===== src/rtl/mipi_dphy_pkg.sv =====
// ============================================================================
// Module      : mipi_dphy_pkg
// Description : Shared D-PHY TX constants: HS serializer state encoding,
//               leader byte and trail length defaults.
// Revision    : 1.0 - initial release
// ============================================================================
`default_nettype none

package mipi_dphy_pkg;

    typedef logic [1:0] state_t;

    localparam state_t c_ST_IDLE  = 2'd0;
    localparam state_t c_ST_SYNC  = 2'd1;
    localparam state_t c_ST_DATA  = 2'd2;
    localparam state_t c_ST_TRAIL = 2'd3;

    // HS leader, transmitted LSB first as 0,0,0,1,1,1,0,1
    localparam logic [7:0]  c_SYNC_BYTE_DEF    = 8'hB8;
    localparam int unsigned c_TRAIL_CYCLES_DEF = 4;
    localparam int unsigned c_HS_BYTE_W        = 8;

endpackage

`default_nettype wire


===== src/rtl/hs_serializer.sv =====
// ============================================================================
// Module      : hs_serializer
// Description : D-PHY HS byte serializer; emits two bits per clock (even/odd)
//               to the DDR output mux, framed by the leader byte and a trail.
// Revision    : 1.0 - initial release
// ============================================================================
`default_nettype none

module hs_serializer
    import mipi_dphy_pkg::*;
#(
    parameter logic [7:0]  SYNC_BYTE    = c_SYNC_BYTE_DEF,
    parameter int unsigned TRAIL_CYCLES = c_TRAIL_CYCLES_DEF
) (
    input  logic       TxDDRClkHS,
    input  logic       TxRst,
    input  logic       TxRequestHS,
    input  logic [7:0] TxDataHS,
    output logic       TxReadyHS,
    output logic       serial_B1,
    output logic       serial_B2,
    output logic       SOT
);

    localparam logic [3:0] c_TRAIL_LOAD = 4'(TRAIL_CYCLES - 1);

    state_t     r_state;
    logic [1:0] r_slot;
    logic [3:0] r_trail_cnt;
    logic [7:0] r_shreg;
    logic       r_b1;
    logic       r_b2;
    logic       r_sot;

    assign TxReadyHS = ((r_state == c_ST_SYNC) || (r_state == c_ST_DATA)) && (r_slot == 2'd3);
    assign serial_B1 = r_b1;
    assign serial_B2 = r_b2;
    assign SOT       = r_sot;

    // The shift register rotates right by two per slot, so the pair for the
    // next slot always sits in bits [3:2] and the byte's bit 7 ends in bit 1.
    always_ff @(posedge TxDDRClkHS or posedge TxRst) begin
        if (TxRst) begin
            r_state     <= c_ST_IDLE;
            r_slot      <= 2'd0;
            r_trail_cnt <= 4'd0;
            r_shreg     <= 8'd0;
            r_b1        <= 1'b0;
            r_b2        <= 1'b0;
            r_sot       <= 1'b0;
        end else begin
            case (r_state)
                c_ST_IDLE: begin
                    if (TxRequestHS) begin
                        r_state <= c_ST_SYNC;
                        r_slot  <= 2'd0;
                        r_shreg <= SYNC_BYTE;
                        r_b1    <= SYNC_BYTE[0];
                        r_b2    <= SYNC_BYTE[1];
                        r_sot   <= 1'b1;
                    end
                end
                c_ST_SYNC, c_ST_DATA: begin
                    if (r_slot != 2'd3) begin
                        r_slot  <= r_slot + 2'd1;
                        r_shreg <= {r_shreg[1:0], r_shreg[7:2]};
                        r_b1    <= r_shreg[2];
                        r_b2    <= r_shreg[3];
                    end else if (TxRequestHS) begin
                        r_state <= c_ST_DATA;
                        r_slot  <= 2'd0;
                        r_shreg <= TxDataHS;
                        r_b1    <= TxDataHS[0];
                        r_b2    <= TxDataHS[1];
                    end else begin
                        r_state     <= c_ST_TRAIL;
                        r_slot      <= 2'd0;
                        r_trail_cnt <= c_TRAIL_LOAD;
                        r_b1        <= ~r_shreg[1];
                        r_b2        <= ~r_shreg[1];
                    end
                end
                c_ST_TRAIL: begin
                    // Requests are ignored here; a new burst only starts from IDLE
                    if (r_trail_cnt == 4'd0) begin
                        r_state <= c_ST_IDLE;
                        r_shreg <= 8'd0;
                        r_b1    <= 1'b0;
                        r_b2    <= 1'b0;
                        r_sot   <= 1'b0;
                    end else begin
                        r_trail_cnt <= r_trail_cnt - 4'd1;
                    end
                end
                default: begin
                    r_state <= c_ST_IDLE;
                end
            endcase
        end
    end

endmodule

`default_nettype wire

===== config.mk =====
export PLATFORM = sky130hd
export DESIGN_NAME = hs_serializer
export DESIGN_NICKNAME = d
export VERILOG_FILES = /design/src/rtl/mipi_dphy_pkg.sv /design/src/rtl/hs_serializer.sv
export SDC_FILE = /design/constraint.sdc
export NUM_CORES = 1
export LEC_CHECK = 0
export BUFFER_PORTS_ARGS = -buffer_cell sky130_fd_sc_hd__clkbuf_2
export CAP_MARGIN = 20
export CORE_ASPECT_RATIO = 0.5
export CORE_MARGIN = 2
export CORE_UTILIZATION = 35
export DETAILED_ROUTE_END_ITERATION = 6
export HOLD_SLACK_MARGIN = 0.03
export PLACE_DENSITY = 0.6
export RECOVER_POWER = 25
export SYNTH_ARGS = -nofsm -noshare
export SYNTH_HDL_FRONTEND = slang
export SYNTH_SLANG_ARGS = --single-unit
export TNS_END_PERCENT = 100

===== constraint.sdc =====
create_clock -name TxDDRClkHS -period 2.4 [get_ports TxDDRClkHS]
set_clock_uncertainty 0.05 [all_clocks]
set_input_delay 0.12 -clock TxDDRClkHS [delete_from_list [all_inputs] [get_ports TxDDRClkHS]]
set_output_delay 0.12 -clock TxDDRClkHS [all_outputs]
set_load 0.02 [all_outputs]

==> reports/qor.txt, run 1 <==
Port bufs -> 14
Hold depth -> 3
Total clock sinks -> 19
Synth-to-Final Area Change -> 13.70%
Final wirelength -> 2369 microns
Hpwl dp -> 1768 microns
CP endpoint kind -> register
Status -> complete, no violations
Drt pass-1 iters -> 4
Num ports -> 15
R2R Setup Slk -> 450 ps
Worst-path cell chain -> ha_1, inv_1, o22ai_2, a211oi_1, a21o_1
Placer Congestion -> 0.7790
Mapped cell area -> 1169 sq um
Fill count -> 302
Worst slew pin tran -> 740.6 ps
Largest net degree at the start of global routing -> 20
Core Box Area -> 3100 sq um
Mux share of post-synthesis cell area -> 9.422%
Wire length on met1 -> 1243 microns
Slowest cell on crit path -> o22ai_2
# Max-Cap Violations -> 0
Synth Warn # -> 0
Worst slack at placement -> 491.6 ps
Main combinational cell family by area after synthesis -> compound AO/OA/AOI/OAI gates
Slew margin rel. -> 50.57%
Design Power -> 1.651 mW
Synth Area in Compound Gates -> 26.02%
Worst Setup Start Kind -> register
Crit path arrival time -> 2050 ps
CTS clk-pin slew, worst paths -> 70 ps
Initial Utilization -> 37.69%
Mean Syn Cell Area -> 10.16 sq um
Post-Syn Nets -> 132
Num rows -> 14
RR Endpoint -> r_shreg[7]
Num CTS Buffers -> 3
Hold/Removal Path Class -> input port to register
Crit Path Class -> register to register
H-tree depth -> 1
Top Metal Used -> met4
Worst reg2reg startpoint -> r_state[1]
Static Leak -> 0.6046 nW
Die height -> 44.86 microns
Final setup fails -> 0
Routed via count -> 908
Synth top area share -> 40.69%
Nets -> 150
Critical path peak fanout -> 16
Hold Vio Cnt, Final -> 0
Share of cells above drive strength 1 -> 19.70%
Multi-input gate area -> 625.6 sq um
DR WL/cell -> 13.77 microns
Synth Area in XOR/XNOR -> 0%
Fraction of registers with async set/reset -> 100.0%
Root buf cell -> clkbuf_8
Critical Path Start -> r_state[1]
Slew Limit Fails -> 0
GR Overflow Total -> 0
Adder-cell share of the synthesized area -> 6.424%
Via density -> 5.279
Setup TNS -> 0 ps
Number of global-route vias before repair -> 915
Routed wl met3 -> 73 microns
Setup Fix Bufs, Post-CTS -> 0
Cell count after synthesis -> 115
Hold Path Sink -> r_shreg[2]
Synth area leaders -> dfrtp_1 41%, mux2i_1 6.9%, ha_1 6.4%
Number of synthesized flops with an enable pin -> 0
Die footprint -> 3845 sq um
Metal2 WL -> 1039 microns
Register area share after synthesis -> 40.69%
Final Cycle Share -> 81.39%
Fmax -> 0.5119 GHz
#FFs+latches synth -> 19
Leading area contributor after synthesis -> dfrtp_1
Number of diodes -> 0
CP peak stage delay -> 550 ps
Initial antenna violation count -> 0
Worst VDD drop -> 0.5126 mV
R2R cell count -> 5
Final Critical Period -> 1953 ps
CTS-repair resized insts -> 0
Netlist cell types -> 37
Hold_sp -> TxDataHS[2]
Post-Synth Simple-Gate Area -> 11.67%
GRT Overall Usage -> 14.04%
Unrepaired setup endpoints after global routing -> false
Reg area -> 475.5 sq um
CTS tree -> yes
DRC viols -> 0
Critical path data required time -> 2500 ps
Synth Flop Type -> dfrtp_1
Antenna Nets Post-Route -> 0
First-pass GRT wire length -> 4140 microns
Clk Latency, worst-skew pair -> 250 ps
Final worst slack -> 446.6 ps
Power per cell area -> 1243 nW/um^2
DRT iter0 DRCs -> 38
Max Root-Sink Buffers -> 2
Die X -> 85.72 microns
## flip-flops by register name, indices dropped and copies added, names as in the netlist
name and cells:
r_trail_cnt 4, r_shreg 8, r_state 2, r_slot 2, SOT 1, serial_B1 1, serial_B2 1
## what timing repair did
action	CTS	global route
endpoints found under the hold margin	19	0
setup endpoints to repair	0	0
hold buffers	1	0
## layout make-up
cell class / instances / share of cell area, %
Clock buffer: 4 / 3.390
Inverter: 7 / 1.977
Multi-Input combinational cell: 83 / 47.08
Sequential cell: 19 / 35.78
Tap cell: 40 / 3.766
Timing Repair Buffer: 19 / 8.004
## cells in the final DEF (no fill, tap or decap), types with 2 or more instances in the layout
master	count
nor2_1	2
clkbuf_1	4
clkbuf_8	3
a211oi_1	4
nand2_1	7
buf_4	4
ha_1	6
inv_1	7
mux2_4	2
dfrtp_1	19
o41ai_1	2
a21oi_1	10
a32o_1	2
nand2b_1	3
nor2b_1	2
o31ai_1	4
clkbuf_2	11
a21o_1	4
o21ai_0	10
mux2i_1	8
## per-stage QoR
stage / utilization, % / instance area [sq um] / std cells / hold WS (ps)
floorplan: - / 1169 / 115 / 21.13
global placement: 41.20 / 1277 / 167 / 233.4
detailed placement: 41.20 / 1277 / 167 / 224.6
CTS: 42.98 / 1333 / 172 / 131.8
global route: 42.86 / 1329 / 172 / 148.3
finish: 42.86 / 1329 / 172 / 128.7
## synth_stat cells (2+ instances only)
cell type and number:
buf_2 3, nand2b_1 3, inv_1 7, a21oi_1 10, nor2b_1 2, nor2_1 2, mux2_4 2, a211oi_1 4
ha_1 6, o21ai_0 10, o31ai_1 4, a21o_1 4, a32o_1 2, o41ai_1 2, dfrtp_1 19, mux2i_1 8
nand2_1 7
## kinds of logic (layout without fill, tap and decap cells)
group           after synthesis  in the layout
buf+inv                      13             30
fa+ha+maj                     6              6
mux                          10             10
simple gates                 23             23
flops                        19             19
compound gates               44             44
## worst max path at each step
stage | to | slack (ps) | cells after the start
global placement | r_trail_cnt[3] | 530 | 7
finish | r_shreg[7] | 450 | 5
global route | r_shreg[7] | 290 | 5
floorplan | serial_B1 | 660 | 5
detailed placement | r_shreg[7] | 490 | 5
CTS | r_shreg[7] | 480 | 5
## critical path, delay by kind of cell, from the launching register on
kind | cells | cell delay [ps]
buffers and inverters | 1 | 150
DFF | 1 | 390
adders and majority gates | 1 | 400
AOI/OAI and AO/OA | 3 | 850
## where the power goes
| part | total, mW | internal [mW] | switching, mW |
|---|---|---|---|
| clock network | 0.222 | 0.118 | 0.104 |
| logic | 0.905 | 0.415 | 0.490 |
| registers | 0.525 | 0.446 | 0.0788 |
## routing by layer
| metal | GRT usage, % | vias up |
|---|---|---|
| met3 | 3.839 | 2 |
| met2 | 23.44 | 16 |
| met4 | 4.127 | 0 |
| met1 | 18.37 | 438 |
| li1 | - | 452 |
| met5 | 0 | - |
No activity file was read; power rests on OpenSTA's default activity.
==> run 2, diff against run 1 <==
--- a/config.mk
+++ b/config.mk
@@ -12,7 +12,7 @@
 export CORE_UTILIZATION = 35
 export DETAILED_ROUTE_END_ITERATION = 6
 export HOLD_SLACK_MARGIN = 0.03
-export PLACE_DENSITY = 0.6
+export PLACE_DENSITY = 0.62
 export RECOVER_POWER = 25
 export SYNTH_ARGS = -nofsm -noshare
 export SYNTH_HDL_FRONTEND = slang
==> constraint.sdc (replaced) <==
create_clock -name TxDDRClkHS -period 1.6 [get_ports TxDDRClkHS]
set_clock_uncertainty 0.05 [all_clocks]
set_input_delay 0.08 -clock TxDDRClkHS [delete_from_list [all_inputs] [get_ports TxDDRClkHS]]
set_output_delay 0.08 -clock TxDDRClkHS [all_outputs]
set_load 0.02 [all_outputs]
==> run 2 against run 1 <==
  * The flow now finishes with violations (negative setup slack)
  * Core utilization is 8.5 points higher
  * Cell area is 20% higher
  * Sequential share of layout area is 5.9 points lower
  * First-iteration DRC count is 53% lower
  * Via count is 9.7% higher
  * Clock power is 54% higher
  * Worst hold slack worse by 41 ps
  * Largest power group unchanged
==> reports/qor.txt, run 2 (synthesized netlist as in run 1, its figures left out) <==
Clk Latency, worst-skew pair -> 260 ps (was 250 ps)
DR WL/cell -> 13.89 microns (was 13.77 microns)
Num CTS Buffers -> 3 (unchanged)
Die footprint -> 3845 sq um (unchanged)
DP Area -> 1421 sq um (was 1277 sq um)
Num rows -> 14 (unchanged)
First-pass GRT wire length -> 4554 microns (was 4140 microns)
Unrepaired setup endpoints after global routing -> true (was false)
CP endpoint kind -> register (unchanged)
Final wirelength -> 2694 microns (was 2369 microns)
GR Overflow Total -> 0 (unchanged)
Critical path peak fanout -> 5 (was 16)
Crit Path Class -> register to register (unchanged)
Die height -> 44.86 microns (unchanged)
DRC viols -> 0 (unchanged)
DRT iter0 DRCs -> 18 (was 38)
Hold Vio Cnt, Final -> 0 (unchanged)
Fill count -> 290 (was 302)
Core Box Area -> 3100 sq um (unchanged)
Initial antenna violation count -> 0 (unchanged)
GRT Overall Usage -> 15.65% (was 14.04%)
Largest net degree at the start of global routing -> 20 (unchanged)
Worst Setup Start Kind -> register (unchanged)
Worst path buffer plus inverter count -> 1 (unchanged)
Via density -> 5.134 (was 5.279)
Max Root-Sink Buffers -> 2 (unchanged)
Worst-path cell chain -> inv_2, ha_4, or3b_4, a21oi_4, mux2_4 (was ha_1, inv_1, o22ai_2, a211oi_1, a21o_1)
Slowest cell on crit path -> or3b_4 (was o22ai_2)
Hold/Removal Path Class -> input port to register (unchanged)
CTS tree -> yes (unchanged)
Nets -> 172 (was 150)
Antenna Nets Post-Route -> 0 (unchanged)
Final worst slack -> -112.6 ps (was 446.6 ps)
Routed via count -> 996 (was 908)
Post-Place Cells -> 184 (was 167)
Worst slew pin tran -> 497.6 ps (was 740.6 ps)
Reg with most FFs -> r_shreg (unchanged)
Status -> complete, but fails checks (was complete, no violations)
Fmax -> 0.5839 GHz (was 0.5119 GHz)
Largest registers -> r_shreg x8, r_trail_cnt x4 (unchanged)
Multi-input gate area -> 700.7 sq um (was 625.6 sq um)
Num ports -> 15 (unchanged)
Most frequent cells in the layout -> 22 x buf_4, 19 x dfrtp_1, 14 x clkbuf_2, 8 x a21oi_1, 8 x mux2i_1 (was 19 x dfrtp_1, 11 x clkbuf_2, 10 x o21ai_0, 10 x a21oi_1, 8 x mux2i_1)
Total clock sinks -> 19 (unchanged)
Static Leak -> 0.7261 nW (was 0.6046 nW)
# Max-Cap Violations -> 0 (unchanged)
Max reg flops -> 8 (unchanged)
CTS clk-pin slew, worst paths -> 70 ps (about the same)
Hpwl dp -> 1912 microns (was 1768 microns)
Number of global-route vias before repair -> 973 (was 915)
Design area -> 1592 sq um (was 1329 sq um)
Crit path arrival time -> 1810 ps (was 2050 ps)
Share of cells above drive strength 1 -> 42.86% (was 19.70%)
Worst VDD drop -> 0.8755 mV (was 0.5126 mV)
Final Cycle Share -> 107.0% (was 81.39%)
Slew Limit Fails -> 0 (unchanged)
Drt pass-1 iters -> 4 (unchanged)
Slew margin rel. -> 66.82% (was 50.57%)
Power per cell area -> 1881 nW/um^2 (was 1243 nW/um^2)
Placer Congestion -> 0.7907 (was 0.7790)
Initial Utilization -> 37.69% (unchanged)
Critical path data required time -> 1690 ps (was 2500 ps)
Root buf cell -> clkbuf_8 (unchanged)
Synth-to-Final Area Change -> 36.19% (was 13.70%)
CP peak stage delay -> 400 ps (was 550 ps)
Critical path's top delay family -> simple AND/OR/NAND/NOR gates (was compound AO/OA/AOI/OAI gates)
Final Non-Filler Cells -> 194 (was 172)
Die X -> 85.72 microns (unchanged)
Failing checks -> negative setup slack
Most common cell after layout, fill and taps aside -> buf_4 (was dfrtp_1)
H-tree depth -> 1 (unchanged)
Port bufs -> 14 (unchanged)
Core Util, Final -> 51.33% (was 42.86%)
Final Critical Period -> 1713 ps (was 1953 ps)
Final setup fails -> 6 (was 0)
Setup TNS -> -282.2 ps (was 0 ps)
Reg area -> 475.5 sq um (unchanged)
Number of diodes -> 0 (unchanged)
==> run 2: cell count changes in the layout (fill, tap and decap cells not counted), moves of 3 or more <==
cell | previous run | this run
clkbuf_1 | 4 | 1
o21ai_1 | 1 | 4
ha_1 | 6 | 2
inv_2 | 0 | 4
inv_1 | 7 | 3
buf_4 | 4 | 22
o21ai_0 | 10 | 7
clkbuf_2 | 11 | 14
buf_6 | 0 | 3
==> run 2: power by group <==
group / total (mW) / leakage, nW / internal [mW] / switching, mW
Combinational: 1.86 / 0.475 / 0.958 / 0.903
Clock: 0.342 / 0.0228 / 0.177 / 0.164
Sequential: 0.791 / 0.229 / 0.669 / 0.122
Total: 2.99 / 0.726 / 1.80 / 1.19
==> run 2: worst paths after layout <==
check                          startpoint  cells past startpoint             end  slack (ps)
setup / recovery           r_trail_cnt[1]                      5       serial_B2        -110
hold / removal                TxDataHS[2]                      3      r_shreg[2]          90
setup reg to reg           r_trail_cnt[1]                      5       serial_B2        -110
hold reg to reg                r_shreg[7]                      1      r_shreg[7]         430
max in group asynchronous           TxRst                      4  r_trail_cnt[2]         760
min in group asynchronous           TxRst                      4      r_shreg[2]         400
==> run 2: repair_timing <==
| action | 4_1_cts | 5_1_grt |
|---|---|---|
| setup endpoints to repair | 15 | 17 |
| setup buffers | 1 | 4 |
| pin swaps | 1 | 3 |
| endpoints found under the hold margin | 19 | 0 |
| gates resized for setup | 8 | 16 |
| hold buffers | 1 | 0 |
==> run 2: cell type report <==
| type | instances | area share [%] |
|---|---|---|
| Multi-Input combinational cell | 83 | 44.03 |
| Sequential cell | 19 | 29.87 |
| Timing Repair Buffer | 41 | 18.47 |
| Tap cell | 40 | 3.145 |
| Clock buffer | 4 | 2.830 |
| Inverter | 7 | 1.651 |
==> run 2: per-stage QoR <==
step / hold WS [ps] / setup slack, ps / power, mW
floorplan: -18.87 / -56.77 / 1.873
global placement: 46.02 / -112.1 / 2.302
detailed placement: 52.34 / -133.5 / 2.347
CTS: 90.32 / -121.1 / 2.835
global route: 96.80 / -137.0 / 3.217
finish: 87.77 / -112.6 / 2.993
==> run 2: per-layer routing <==
| layer | track usage, % | part of all wire, % | vias to the layer above |
|---|---|---|---|
| met2 | 25.94 | 47 | 20 |
| li1 | - | - | 498 |
| met5 | 0 | 0 | - |
| met3 | 3.839 | 2.8 | 6 |
| met1 | 20.02 | 48 | 472 |
| met4 | 6.984 | 2.1 | 0 |
==> run 2: worst reg2reg max path, stage by stage (launching register included) <==
cell and delay, ps:
dfrtp_1 390, inv_2 80, ha_4 140, or3b_4 400
a21oi_4 220, mux2_4 330
==> run 3, diff against run 2 <==
--- a/config.mk
+++ b/config.mk
@@ -12,7 +12,7 @@
 export CORE_UTILIZATION = 35
 export DETAILED_ROUTE_END_ITERATION = 6
 export HOLD_SLACK_MARGIN = 0.03
-export PLACE_DENSITY = 0.62
+export PLACE_DENSITY = 0.6
 export RECOVER_POWER = 25
 export SYNTH_ARGS = -nofsm -noshare
 export SYNTH_HDL_FRONTEND = slang
==> constraint.sdc (replaced) <==
create_clock -name TxDDRClkHS -period 2.1 [get_ports TxDDRClkHS]
set_clock_uncertainty 0.05 [all_clocks]
set_input_delay 0.105 -clock TxDDRClkHS [delete_from_list [all_inputs] [get_ports TxDDRClkHS]]
set_output_delay 0.105 -clock TxDDRClkHS [all_outputs]
set_load 0.02 [all_outputs]
==> run 3 against run 2 <==
  * Cell area fell by 16%
  * Wire length fell by 9.3%
  * Core utilization fell by 8.4 points
  * Fmax fell by 7.4%
  * Via count fell by 7.6%
  * The run now ends clean
  * Critical path depth did not move
  * Largest power group unchanged
  * Cell count fell by 11%
  * Largest cell class unchanged
  * Total power fell by 37%
  * First-iteration DRC count rose by 130%
  * Clock-buffer cell count fell by 1
  * Sequential share of layout area rose by 5.9 points
==> reports/qor.txt, run 3 (synthesized netlist as in run 1, its figures left out) <==
Number of global-route vias before repair -> 889 (was 973)
Worst path buffer plus inverter count -> 1 (unchanged)
Design Power -> 1.890 mW (was 2.993 mW)
Worst Setup Start Kind -> register (unchanged)
Status -> complete, no violations (was complete, but fails checks)
Comb power frac -> 54.5% (was 62.2%)
Hold/Removal Path Class -> input port to register (unchanged)
Critical path's top delay family -> simple AND/OR/NAND/NOR gates (unchanged)
Sequential group share of total power -> 31.7% (was 26.4%)
Max reg flops -> 8 (unchanged)
Die footprint -> 3845 sq um (unchanged)
Hold depth -> 3 (unchanged)
Largest net degree at the start of global routing -> 20 (unchanged)
Unrepaired setup endpoints after global routing -> false (was true)
R2R Setup Slk -> 250 ps (was -110 ps)
# Max-Cap Violations -> 0 (unchanged)
GRT Overall Usage -> 14.37% (was 15.65%)
Final Non-Filler Cells -> 172 (was 194)
DRC viols -> 0 (unchanged)
GR Overflow Total -> 0 (unchanged)
Static Leak -> 0.6081 nW (was 0.7261 nW)
Largest registers -> r_shreg x8, r_trail_cnt x4 (unchanged)
Via density -> 5.349 (was 5.134)
Met1 Use GR -> 19.27% (was 20.02%)
Final Critical Period -> 1849 ps (was 1713 ps)
CP peak stage delay -> 420 ps (was 400 ps)
Die X -> 85.72 microns (unchanged)
Antenna Nets Post-Route -> 0 (unchanged)
Hold Vio Cnt, Final -> 0 (unchanged)
Final wirelength -> 2443 microns (was 2694 microns)
Met3 Use GR -> 3.291% (was 3.839%)
Hpwl dp -> 1781 microns (was 1912 microns)
Placer Congestion -> 0.7790 (was 0.7907)
H-tree depth -> 1 (unchanged)
CP endpoint kind -> register (unchanged)
First-pass GRT wire length -> 4257 microns (was 4554 microns)
Hold Path Sink -> r_shreg[6] (was r_shreg[2])
Nets -> 150 (was 172)
Crit Path Class -> register to register (unchanged)
Worst slack at placement -> 257.5 ps (was -133.5 ps)
Power per cell area -> 1421 nW/um^2 (was 1881 nW/um^2)
Num rows -> 14 (unchanged)
Most used routing layer -> met2 (unchanged)
Drt pass-1 iters -> 4 (unchanged)
Initial antenna violation count -> 0 (unchanged)
Power share of the clock group -> 13.8% (was 11.4%)
Core Box Area -> 3100 sq um (unchanged)
Worst-path cell chain -> inv_1, ha_1, or3b_4, a21oi_4, mux2_4 (was inv_2, ha_4, or3b_4, a21oi_4, mux2_4)
Worst VDD drop -> 0.5073 mV (was 0.8755 mV)
DP Area -> 1277 sq um (was 1421 sq um)
Num ports -> 15 (unchanged)
Root buf cell -> clkbuf_8 (unchanged)
Synth-to-Final Area Change -> 13.81% (was 36.19%)
Critical path data required time -> 2200 ps (was 1690 ps)
Crit path arrival time -> 1950 ps (was 1810 ps)
Hold Slack -> 108.2 ps (was 87.77 ps)
Design area -> 1330 sq um (was 1592 sq um)
Slowest cell on crit path -> or3b_4 (unchanged)
Number of diodes -> 0 (unchanged)
Most frequent cells in the layout -> 19 x dfrtp_1, 11 x clkbuf_2, 10 x o21ai_0, 10 x a21oi_1, 8 x mux2i_1 (was 22 x buf_4, 19 x dfrtp_1, 14 x clkbuf_2, 8 x a21oi_1, 8 x mux2i_1)
R2R cell count -> 5 (unchanged)
Hold_sp -> TxDataHS[6] (was TxDataHS[2])
Fmax -> 0.5410 GHz (was 0.5839 GHz)
Int Pwr -> 1.105 mW (was 1.804 mW)
Slew margin rel. -> 50.74% (was 66.82%)
Initial Utilization -> 37.69% (unchanged)
RR Endpoint -> serial_B2 (unchanged)
Die height -> 44.86 microns (unchanged)
Max Root-Sink Buffers -> 2 (unchanged)
Net switching power -> 0.7847 mW (was 1.189 mW)
Most common cell after layout, fill and taps aside -> dfrtp_1 (was buf_4)
Hold_buf cts -> 1 (unchanged)
Setup Fix Bufs, Post-CTS -> 0 (was 1)
Port bufs -> 14 (unchanged)
Routed via count -> 920 (was 996)
Slew Limit Fails -> 0 (unchanged)
Core Util, Final -> 42.90% (was 51.33%)
Setup TNS -> 0 ps (was -282.2 ps)
CTS clk-pin slew, worst paths -> 70 ps (about the same)
Switching portion of total power -> 41.52% (was 39.74%)
Reg with most FFs -> r_shreg (unchanged)
Share of cells above drive strength 1 -> 20.45% (was 42.86%)
Final Cycle Share -> 88.03% (was 107.0%)
Clk Latency, worst-skew pair -> 260 ps (about the same)
Worst reg2reg startpoint -> r_trail_cnt[0] (was r_trail_cnt[1])
Num CTS Buffers -> 3 (unchanged)
Critical path peak fanout -> 5 (unchanged)
DR WL/cell -> 14.20 microns (was 13.89 microns)
Final setup fails -> 0 (was 6)
Worst slew pin tran -> 738.1 ps (was 497.6 ps)
CTS-repair resized insts -> 0 (was 8)
DRT iter0 DRCs -> 41 (was 18)
GR Layer Usage met2 -> 23.28% (was 25.94%)
Post-Place Cells -> 167 (was 184)
CTS tree -> yes (unchanged)
Final worst slack -> 251.4 ps (was -112.6 ps)
Total clock sinks -> 19 (unchanged)
==> run 3: per-layer routing <==
| layer | vias to the layer above | routed length, microns | part of all wire [%] |
|---|---|---|---|
| met5 | - | 0 | 0 |
| met4 | 0 | 31 | 1.3 |
| met3 | 4 | 67 | 2.7 |
| met2 | 16 | 1066 | 44 |
| met1 | 442 | 1278 | 52 |
| li1 | 458 | - | - |
==> run 3: cell type report <==
type                            instances  area (sq um)
Fill cell                             306          1770
Multi-Input combinational cell         83         625.6
Sequential cell                        19         475.5
Timing Repair Buffer                   19         106.4
Tap cell                               40         50.05
Clock buffer                            3         41.29
Inverter                                7         26.28
Clock inverter                          1         5.005
==> run 3: tightest hold or removal path, cell delays in order <==
cell,delay (ps)
clkbuf_2,80
mux2i_1,120
o31ai_1,80
==> run 3: power groups by stage <==
stage | clock (mW) | sequential (mW) | combinational (mW)
final | 0.260 | 0.600 | 1.03
after global routing | 0.286 | 0.622 | 1.15
after CTS | 0.271 | 0.601 | 1.04
after detailed placement | 0 | 0.607 | 1.04
after global placement | 0 | 0.603 | 1.02
after floorplan | 0 | 0.604 | 0.800
==> run 3: worst max-delay path by stage <==
stage	startpoint	end	cells past startpoint
detailed placement	r_trail_cnt[0]	serial_B2	5
global route	r_trail_cnt[0]	serial_B1	5
finish	r_trail_cnt[0]	serial_B2	5
CTS	r_trail_cnt[0]	serial_B2	5
floorplan	r_trail_cnt[0]	serial_B1	5
global placement	r_trail_cnt[0]	serial_B1	5
